**config.mk**
```make
export PLATFORM = sky130hd
export DESIGN_NAME = lcd_text_driver_flat
export DESIGN_NICKNAME = d
export VERILOG_FILES = /design/src/rtl/lcd_text_driver_if.sv /design/src/rtl/lcd_text_driver.sv /design/src/flat_wrapper.sv
export SDC_FILE = /design/constraint.sdc
export NUM_CORES = 2
export LEC_CHECK = 0
export BUFFER_PORTS_ARGS = -buffer_cell sky130_fd_sc_hd__buf_2
export CAP_MARGIN = 20
export CORE_UTILIZATION = 39
export CTS_BUF_LIST = sky130_fd_sc_hd__clkbuf_16
export DETAILED_ROUTE_END_ITERATION = 6
export PLACE_DENSITY = 0.66
export SLEW_MARGIN = 30
export SYNTH_ARGS = -nofsm -noshare
export SYNTH_HDL_FRONTEND = slang
export SYNTH_SLANG_ARGS = --single-unit
```
**constraint.sdc**
```tcl
create_clock -name clock -period 32.6 [get_ports clock]
set_clock_uncertainty 0.15 [all_clocks]
set_input_delay 3.26 -clock clock [delete_from_list [all_inputs] [get_ports clock]]
set_output_delay 3.26 -clock clock [all_outputs]
set_load 0.01 [all_outputs]
```
**src/rtl/lcd_text_driver_if.sv**
```systemverilog
// Signal bundle between the text front end (master) and the LCD text driver (slave).
// Carries the 32-character text bus, the LCD pins and the driver status flags.
interface lcd_text_driver_if;
    logic [255:0] lcd_text;
    logic [7:0]   lcd_data;
    logic         lcd_rs;
    logic         lcd_rw;
    logic         lcd_en;
    logic         lcd_on;
    logic         lcd_blon;
    logic         busy;
    logic         frame_done;

    modport master (
        output lcd_text,
        input  lcd_data, lcd_rs, lcd_rw, lcd_en, lcd_on, lcd_blon, busy, frame_done
    );

    modport slave (
        input  lcd_text,
        output lcd_data, lcd_rs, lcd_rw, lcd_en, lcd_on, lcd_blon, busy, frame_done
    );
endinterface

```
**src/rtl/lcd_text_driver.sv**
```systemverilog
// HD44780 16x2 driver in 8-bit write-only mode: power-up wait, init commands,
// then a full two-line repaint from a snapshot whenever lcd_text differs from the shown text.
module lcd_text_driver #(
    parameter int unsigned POWERUP_CYCLES    = 1_000_000,
    parameter int unsigned EN_CYCLES         = 16,
    parameter int unsigned WAIT_CYCLES       = 2_000,
    parameter int unsigned CLEAR_WAIT_CYCLES = 100_000
) (
    input logic              clock,
    input logic              reset,
    lcd_text_driver_if.slave bus
);

    typedef enum logic [2:0] {
        S_POWERUP, S_INIT, S_IDLE, S_ADDR1, S_LINE1, S_ADDR2, S_LINE2
    } state_t;

    typedef enum logic [1:0] {B_SETUP, B_PULSE, B_HOLD} byte_state_t;

    state_t       state, state_nx;
    byte_state_t  bstate, bstate_nx;
    logic [31:0]  cnt, cnt_nx;
    logic [3:0]   idx, idx_nx;
    logic [7:0]   data, data_nx;
    logic         rs, rs_nx;
    logic [255:0] snap, snap_nx;
    logic [255:0] shown, shown_nx;
    logic         frame_done, frame_done_nx;

    logic         writing;
    logic [31:0]  hold_len;

    function automatic logic [7:0] init_cmd(input logic [1:0] i);
        case (i)
            2'd0:    return 8'h38;
            2'd1:    return 8'h0C;
            2'd2:    return 8'h01;
            default: return 8'h06;
        endcase
    endfunction

    // Byte k of the text sits at bits [8*(31-k) +: 8]; NUL padding is shown as a space.
    function automatic logic [7:0] char_at(input logic [255:0] t, input logic [4:0] k);
        logic [7:0] c;
        c = t[{~k, 3'b000} +: 8];
        return (c == 8'h00) ? 8'h20 : c;
    endfunction

    assign writing  = (state == S_INIT)  || (state == S_ADDR1) || (state == S_LINE1) ||
                      (state == S_ADDR2) || (state == S_LINE2);
    assign hold_len = (!rs && data == 8'h01) ? CLEAR_WAIT_CYCLES : WAIT_CYCLES;

    // NOTE: every next-state variable gets its default first so no path leaves one unassigned and infers a latch.
    always_comb begin
        state_nx      = state;
        bstate_nx     = bstate;
        cnt_nx        = cnt;
        idx_nx        = idx;
        data_nx       = data;
        rs_nx         = rs;
        snap_nx       = snap;
        shown_nx      = shown;
        frame_done_nx = 1'b0;

        case (state)
            S_POWERUP: begin
                if (cnt == POWERUP_CYCLES - 32'd1) begin
                    state_nx  = S_INIT;
                    bstate_nx = B_SETUP;
                    cnt_nx    = '0;
                    idx_nx    = '0;
                    data_nx   = init_cmd(2'd0);
                    rs_nx     = 1'b0;
                end else begin
                    cnt_nx = cnt + 32'd1;
                end
            end

            S_IDLE: begin
                if (bus.lcd_text != shown) begin
                    snap_nx   = bus.lcd_text;
                    state_nx  = S_ADDR1;
                    bstate_nx = B_SETUP;
                    cnt_nx    = '0;
                    data_nx   = 8'h80;
                    rs_nx     = 1'b0;
                end
            end

            default: begin
                case (bstate)
                    B_SETUP: begin
                        bstate_nx = B_PULSE;
                        cnt_nx    = '0;
                    end
                    B_PULSE: begin
                        if (cnt == EN_CYCLES - 32'd1) begin
                            bstate_nx = B_HOLD;
                            cnt_nx    = '0;
                        end else begin
                            cnt_nx = cnt + 32'd1;
                        end
                    end
                    B_HOLD: begin
                        if (cnt == hold_len - 32'd1) begin
                            // Byte finished: choose the next byte and present it in SETUP.
                            bstate_nx = B_SETUP;
                            cnt_nx    = '0;
                            case (state)
                                S_INIT: begin
                                    if (idx == 4'd3) begin
                                        snap_nx  = bus.lcd_text;
                                        state_nx = S_ADDR1;
                                        data_nx  = 8'h80;
                                        rs_nx    = 1'b0;
                                    end else begin
                                        idx_nx  = idx + 4'd1;
                                        data_nx = init_cmd(idx[1:0] + 2'd1);
                                    end
                                end
                                S_ADDR1: begin
                                    state_nx = S_LINE1;
                                    idx_nx   = '0;
                                    data_nx  = char_at(snap, 5'd0);
                                    rs_nx    = 1'b1;
                                end
                                S_LINE1: begin
                                    if (idx == 4'd15) begin
                                        state_nx = S_ADDR2;
                                        data_nx  = 8'hC0;
                                        rs_nx    = 1'b0;
                                    end else begin
                                        idx_nx  = idx + 4'd1;
                                        data_nx = char_at(snap, {1'b0, idx + 4'd1});
                                    end
                                end
                                S_ADDR2: begin
                                    state_nx = S_LINE2;
                                    idx_nx   = '0;
                                    data_nx  = char_at(snap, 5'd16);
                                    rs_nx    = 1'b1;
                                end
                                default: begin
                                    if (idx == 4'd15) begin
                                        state_nx      = S_IDLE;
                                        shown_nx      = snap;
                                        frame_done_nx = 1'b1;
                                    end else begin
                                        idx_nx  = idx + 4'd1;
                                        data_nx = char_at(snap, {1'b1, idx + 4'd1});
                                    end
                                end
                            endcase
                        end else begin
                            cnt_nx = cnt + 32'd1;
                        end
                    end
                    default: bstate_nx = B_SETUP;
                endcase
            end
        endcase
    end

    // NOTE: sequential state uses non-blocking assignments so every register updates from pre-edge values.
    // NOTE: snap and shown are ordinary wide registers, not memories, so they take the async reset like the rest.
    always_ff @(posedge clock or posedge reset) begin
        if (reset) begin
            state      <= S_POWERUP;
            bstate     <= B_SETUP;
            cnt        <= '0;
            idx        <= '0;
            data       <= 8'h00;
            rs         <= 1'b0;
            snap       <= '0;
            shown      <= '0;
            frame_done <= 1'b0;
        end else begin
            state      <= state_nx;
            bstate     <= bstate_nx;
            cnt        <= cnt_nx;
            idx        <= idx_nx;
            data       <= data_nx;
            rs         <= rs_nx;
            snap       <= snap_nx;
            shown      <= shown_nx;
            frame_done <= frame_done_nx;
        end
    end

    // Strobe decoded from registered state, so reset drops it without a clock edge.
    assign bus.lcd_en     = writing && (bstate == B_PULSE);
    assign bus.lcd_data   = data;
    assign bus.lcd_rs     = rs;
    assign bus.lcd_rw     = 1'b0;
    assign bus.lcd_on     = 1'b1;
    assign bus.lcd_blon   = 1'b1;
    assign bus.busy       = (state != S_IDLE);
    assign bus.frame_done = frame_done;

endmodule

```
**src/flat_wrapper.sv**
```systemverilog
// flat-port wrapper written by rule: the top's interface ports become plain ports
module lcd_text_driver_flat 
#(
    parameter int unsigned POWERUP_CYCLES    = 1_000_000,
    parameter int unsigned EN_CYCLES         = 16,
    parameter int unsigned WAIT_CYCLES       = 2_000,
    parameter int unsigned CLEAR_WAIT_CYCLES = 100_000
)
  (clock, reset, bus_lcd_text, bus_lcd_data, bus_lcd_rs, bus_lcd_rw, bus_lcd_en, bus_lcd_on, bus_lcd_blon, bus_busy, bus_frame_done);
  lcd_text_driver_if bus_i ();
  input logic clock;
  input logic reset;
  input wire logic [$bits(bus_i.lcd_text)-1:0] bus_lcd_text;
  output wire logic [$bits(bus_i.lcd_data)-1:0] bus_lcd_data;
  output wire logic [$bits(bus_i.lcd_rs)-1:0] bus_lcd_rs;
  output wire logic [$bits(bus_i.lcd_rw)-1:0] bus_lcd_rw;
  output wire logic [$bits(bus_i.lcd_en)-1:0] bus_lcd_en;
  output wire logic [$bits(bus_i.lcd_on)-1:0] bus_lcd_on;
  output wire logic [$bits(bus_i.lcd_blon)-1:0] bus_lcd_blon;
  output wire logic [$bits(bus_i.busy)-1:0] bus_busy;
  output wire logic [$bits(bus_i.frame_done)-1:0] bus_frame_done;
  assign bus_i.lcd_text = bus_lcd_text;
  assign bus_lcd_data = bus_i.lcd_data;
  assign bus_lcd_rs = bus_i.lcd_rs;
  assign bus_lcd_rw = bus_i.lcd_rw;
  assign bus_lcd_en = bus_i.lcd_en;
  assign bus_lcd_on = bus_i.lcd_on;
  assign bus_lcd_blon = bus_i.lcd_blon;
  assign bus_busy = bus_i.busy;
  assign bus_frame_done = bus_i.frame_done;
  lcd_text_driver #(.POWERUP_CYCLES(POWERUP_CYCLES), .EN_CYCLES(EN_CYCLES), .WAIT_CYCLES(WAIT_CYCLES), .CLEAR_WAIT_CYCLES(CLEAR_WAIT_CYCLES)) u_core (.clock(clock), .reset(reset), .bus(bus_i));
endmodule
```
==> flow_metrics.py <==
metrics = {
    "outcome": {
        "outcome": "finished clean",
    },
    "setup_path": {
        "max_stage_delay_ps": 650,
        "required_ps": 32930,
        "cp_max_fo": 114,
        "rrSetupSlack_ps": 27050,
        "slowest_stage": "xnor2_1",
        "worstSetupPathType": "in2reg",
        "timing.rr.end": "u_core.snap[90]",
        "cp.arrival_ps": 8260,
        "rr_worst_depth": 11,
        "startpoint_type": "input pin",
        "endpoint_kind": "flop",
        "cp_common_cell": "nand4_1",
        "r2r-start": "u_core.shown[205]",
        "cp_cell_sequence": "buf_2 -> xnor2_1 -> nand4_1 -> nor4_1 -> nand4_1 -> or4_4 -> nor4_4 -> buf_4 -> or2_4 -> buf_12 -> buf_16 -> mux2_1",
    },
    "clock_network": {
        "ctsResizeCount": 0,
        "cts_max_path_buffers": 3,
        "insertion_delay_ps": 630,
        "cts_setup_buffers": 0,
        "clock-sinks": 563,
        "tritoncts": "done",
        "cts-hold-fix-buffers": 0,
        "clkTransAtPathRegs_ps": 50,
        "htreeDepth": 3,
        "cts_buffers": 66,
        "cts-root-buf": "clkbuf_16",
    },
    "grt": {
        "grt_use_total": 0.253,
        "antenna_found_initial": 2,
        "gr-total-overflow": 0,
        "grt_pass1_wl_um": 130000,
        "grt_start_max_net_pins": 171,
        "grt_pass1_vias": 18800,
    },
    "detailed_routing": {
        "drt-pass1-iter-count": 5,
        "drc": 0,
        "vias": 18100,
        "wl_per_cell_um": 27.1,
        "via_per_inst": 5.57,
        "drtIter0Drc": 1432,
        "ant_nets": 0,
        "wirelength_um": 88200,
    },
    "power": {
        "power_leakage_uw": 0.0143,
        "seq_power_share": 0.463,
        "p_switching_uw": 388,
        "power_density_nw_per_um2": 49.8,
        "total_power_uw": 1580,
        "internal_power_uw": 1190,
        "clkPwrFrac": 0.475,
        "p_comb_frac": 0.061,
        "switching_share": 0.246,
        "vdd_drop_max_uv": 33.4,
    },
    "timing": {
        "slew_violations": 0,
        "timing.setup.tns_ps": 0,
        "tightestPinTransition_ps": 1140,
        "rsz0062_at_grt": "no",
        "fin_ws_ps": 24670,
        "max_freq_ghz": 0.126,
        "timing.final.crit_share": 0.243,
        "finalHoldViolCount": 0,
        "slew_headroom": 0.240,
        "layout_min_cycle_time_ps": 7930,
        "setup_viol": 0,
        "whs_ps": 364,
    },
    "layout": {
        "final_nets": 2537,
        "area_growth_pct": 15.9,
        "stdcell_area_um2": 31700,
        "drive_gt1_frac": 0.337,
    },
    "synth": {
        "synth_cell_types": 62,
        "post-synth-top-count-cell": "dfrtp_1",
        "synth_edf_count": 0,
        "synth_seq_cells": 563,
        "synth_ff_type": "dfrtp_1",
        "synth_commonest_cells": "dfrtp_1 (563), mux2_2 (304), mux2_1 (206)",
        "synth-async-reset-ratio": 1.00,
        "synth_area_um2": 27400,
        "synthCells": 2012,
        "ys_seq_area_frac": 0.515,
        "netlist_top_cells_area": "dfrtp_1 (52%), mux2_2 (13%), mux2_1 (8.5%)",
        "yosysTopAreaCell": "dfrtp_1",
        "synth_top_area_share": 0.515,
        "ys_warn_count": 0,
        "postSynthAreaPerCell_um2": 13.6,
    },
    "min_path": {
        "min_path_type": "reg2reg",
        "min_path_cells": 1,
        "min_from": "u_core.snap[95]",
        "hold_path_end": "u_core.snap[95]",
    },
    "die": {
        "start_util": 0.397,
        "fp.dieH_um": 267,
        "placeableCoreArea_um2": 68900,
        "row_count": 96,
        "fp.dieW_um": 267,
        "io_pins": 273,
        "dieArea_um2": 71200,
    },
    "placement": {
        "dp_hpwl_um": 66400,
        "port_buffers": 269,
        "dpl_cell_area_um2": 29400,
        "place.gp.congestion": 0.967,
        "pre_cts_ws_ps": 24230,
    },
    "job": {
        "cap_violations": 0,
    },
}
-- cell type report --
type / instances / area (um2)
fill: 6231 / 37200
sequential: 563 / 14100
multi-input combinational: 1322 / 12500
clock buffer: 66 / 1650
timing repair buffer: 291 / 1610
tap: 931 / 1160
clock inverter: 53 / 539
inverter: 24 / 103
antenna: 2 / 5.00
-- per-layer routing --
metal	global-route usage	routed length [um]
met1	0.334	37100
met2	0.410	42500
met3	0.0501	5100
met4	0.0955	3480
met5	0	0
-- worst max path at each step --
stage | start | end | slack, ps | cells past startpoint
6_report | bus_lcd_text[205] | u_core.snap[90] | 24670 | 12
5_1_grt | bus_lcd_text[205] | u_core.snap[91] | 24640 | 12
4_1_cts | bus_lcd_text[205] | u_core.snap[66] | 24860 | 11
3_5_place_dp | bus_lcd_text[205] | u_core.snap[70] | 24230 | 11
3_3_place_gp | bus_lcd_text[205] | u_core.snap[65] | 24180 | 11
2_1_floorplan | reset | u_core.bstate[0] | 13440 | 1
-- layout by cell type, fill, tap and decap left out, types with 5 or more instances in the layout --
cell,n
mux4_2,64
xor2_1,104
clkinv_1,15
nand4_1,53
mux2i_1,6
mux2_2,304
buf_12,5
inv_1,30
nor4_1,49
mux2_1,206
a22oi_1,11
a211oi_1,14
mux2_4,7
and3_1,18
buf_4,15
a22o_1,7
nand3_1,34
nor2b_1,5
a31oi_1,7
xnor2_1,153
clkbuf_16,66
bufinv_16,8
nor3_1,20
and2_1,11
a211o_1,13
o21ai_0,35
a21oi_1,22
ha_1,10
buf_2,269
nand2_1,70
clkinv_2,12
or3_1,9
nor2_1,27
dfrtp_1,562
or4_1,5
-- registers in the layout, indices dropped and copies added (netlist names) --
name and cells:
u_core.snap 256, u_core.cnt 32, u_core.bus.lcd_data 8, u_core.bus.lcd_rs 1, u_core.shown 256, u_core.state 3, u_core.bstate 2, u_core.idx 4
u_core.bus.frame_done 1
-- metrics by stage --
step / instances / utilization
floorplan: 2013 / -
global placement: 3127 / 0.426
detailed placement: 3128 / 0.427
CTS: 3247 / 0.458
global route: 3250 / 0.460
finish: 3252 / 0.460
-- cells by family after synthesis --
family | Yosys count | synth area share
xor gates and xnor gates | 258 | 0.0826
muxes | 587 | 0.269
buffers and inverters | 128 | 0.0284
adders and majority gates | 11 | 0.00503
other | 2 | 0.000275
AOI/OAI and AO/OA | 140 | 0.0354
DFF | 563 | 0.515
and+or+nand+nor | 323 | 0.0646
-- power groups by stage --
stage	Clock (uW)	Sequential (uW)	Combinational, uW
floorplan	0	736	43.1
global placement	0	742	94.3
detailed placement	0	743	96.6
CTS	764	731	97.1
global route	793	733	103
finish	750	731	97.0
-- critical path, delay by kind of cell --
family | cells | cell delay, ps
xor gates and xnor gates | 1 | 650
muxes | 1 | 390
and+or+nand+nor | 6 | 2430
buffers and inverters | 4 | 1290
(Power assumes the default switching activity.)
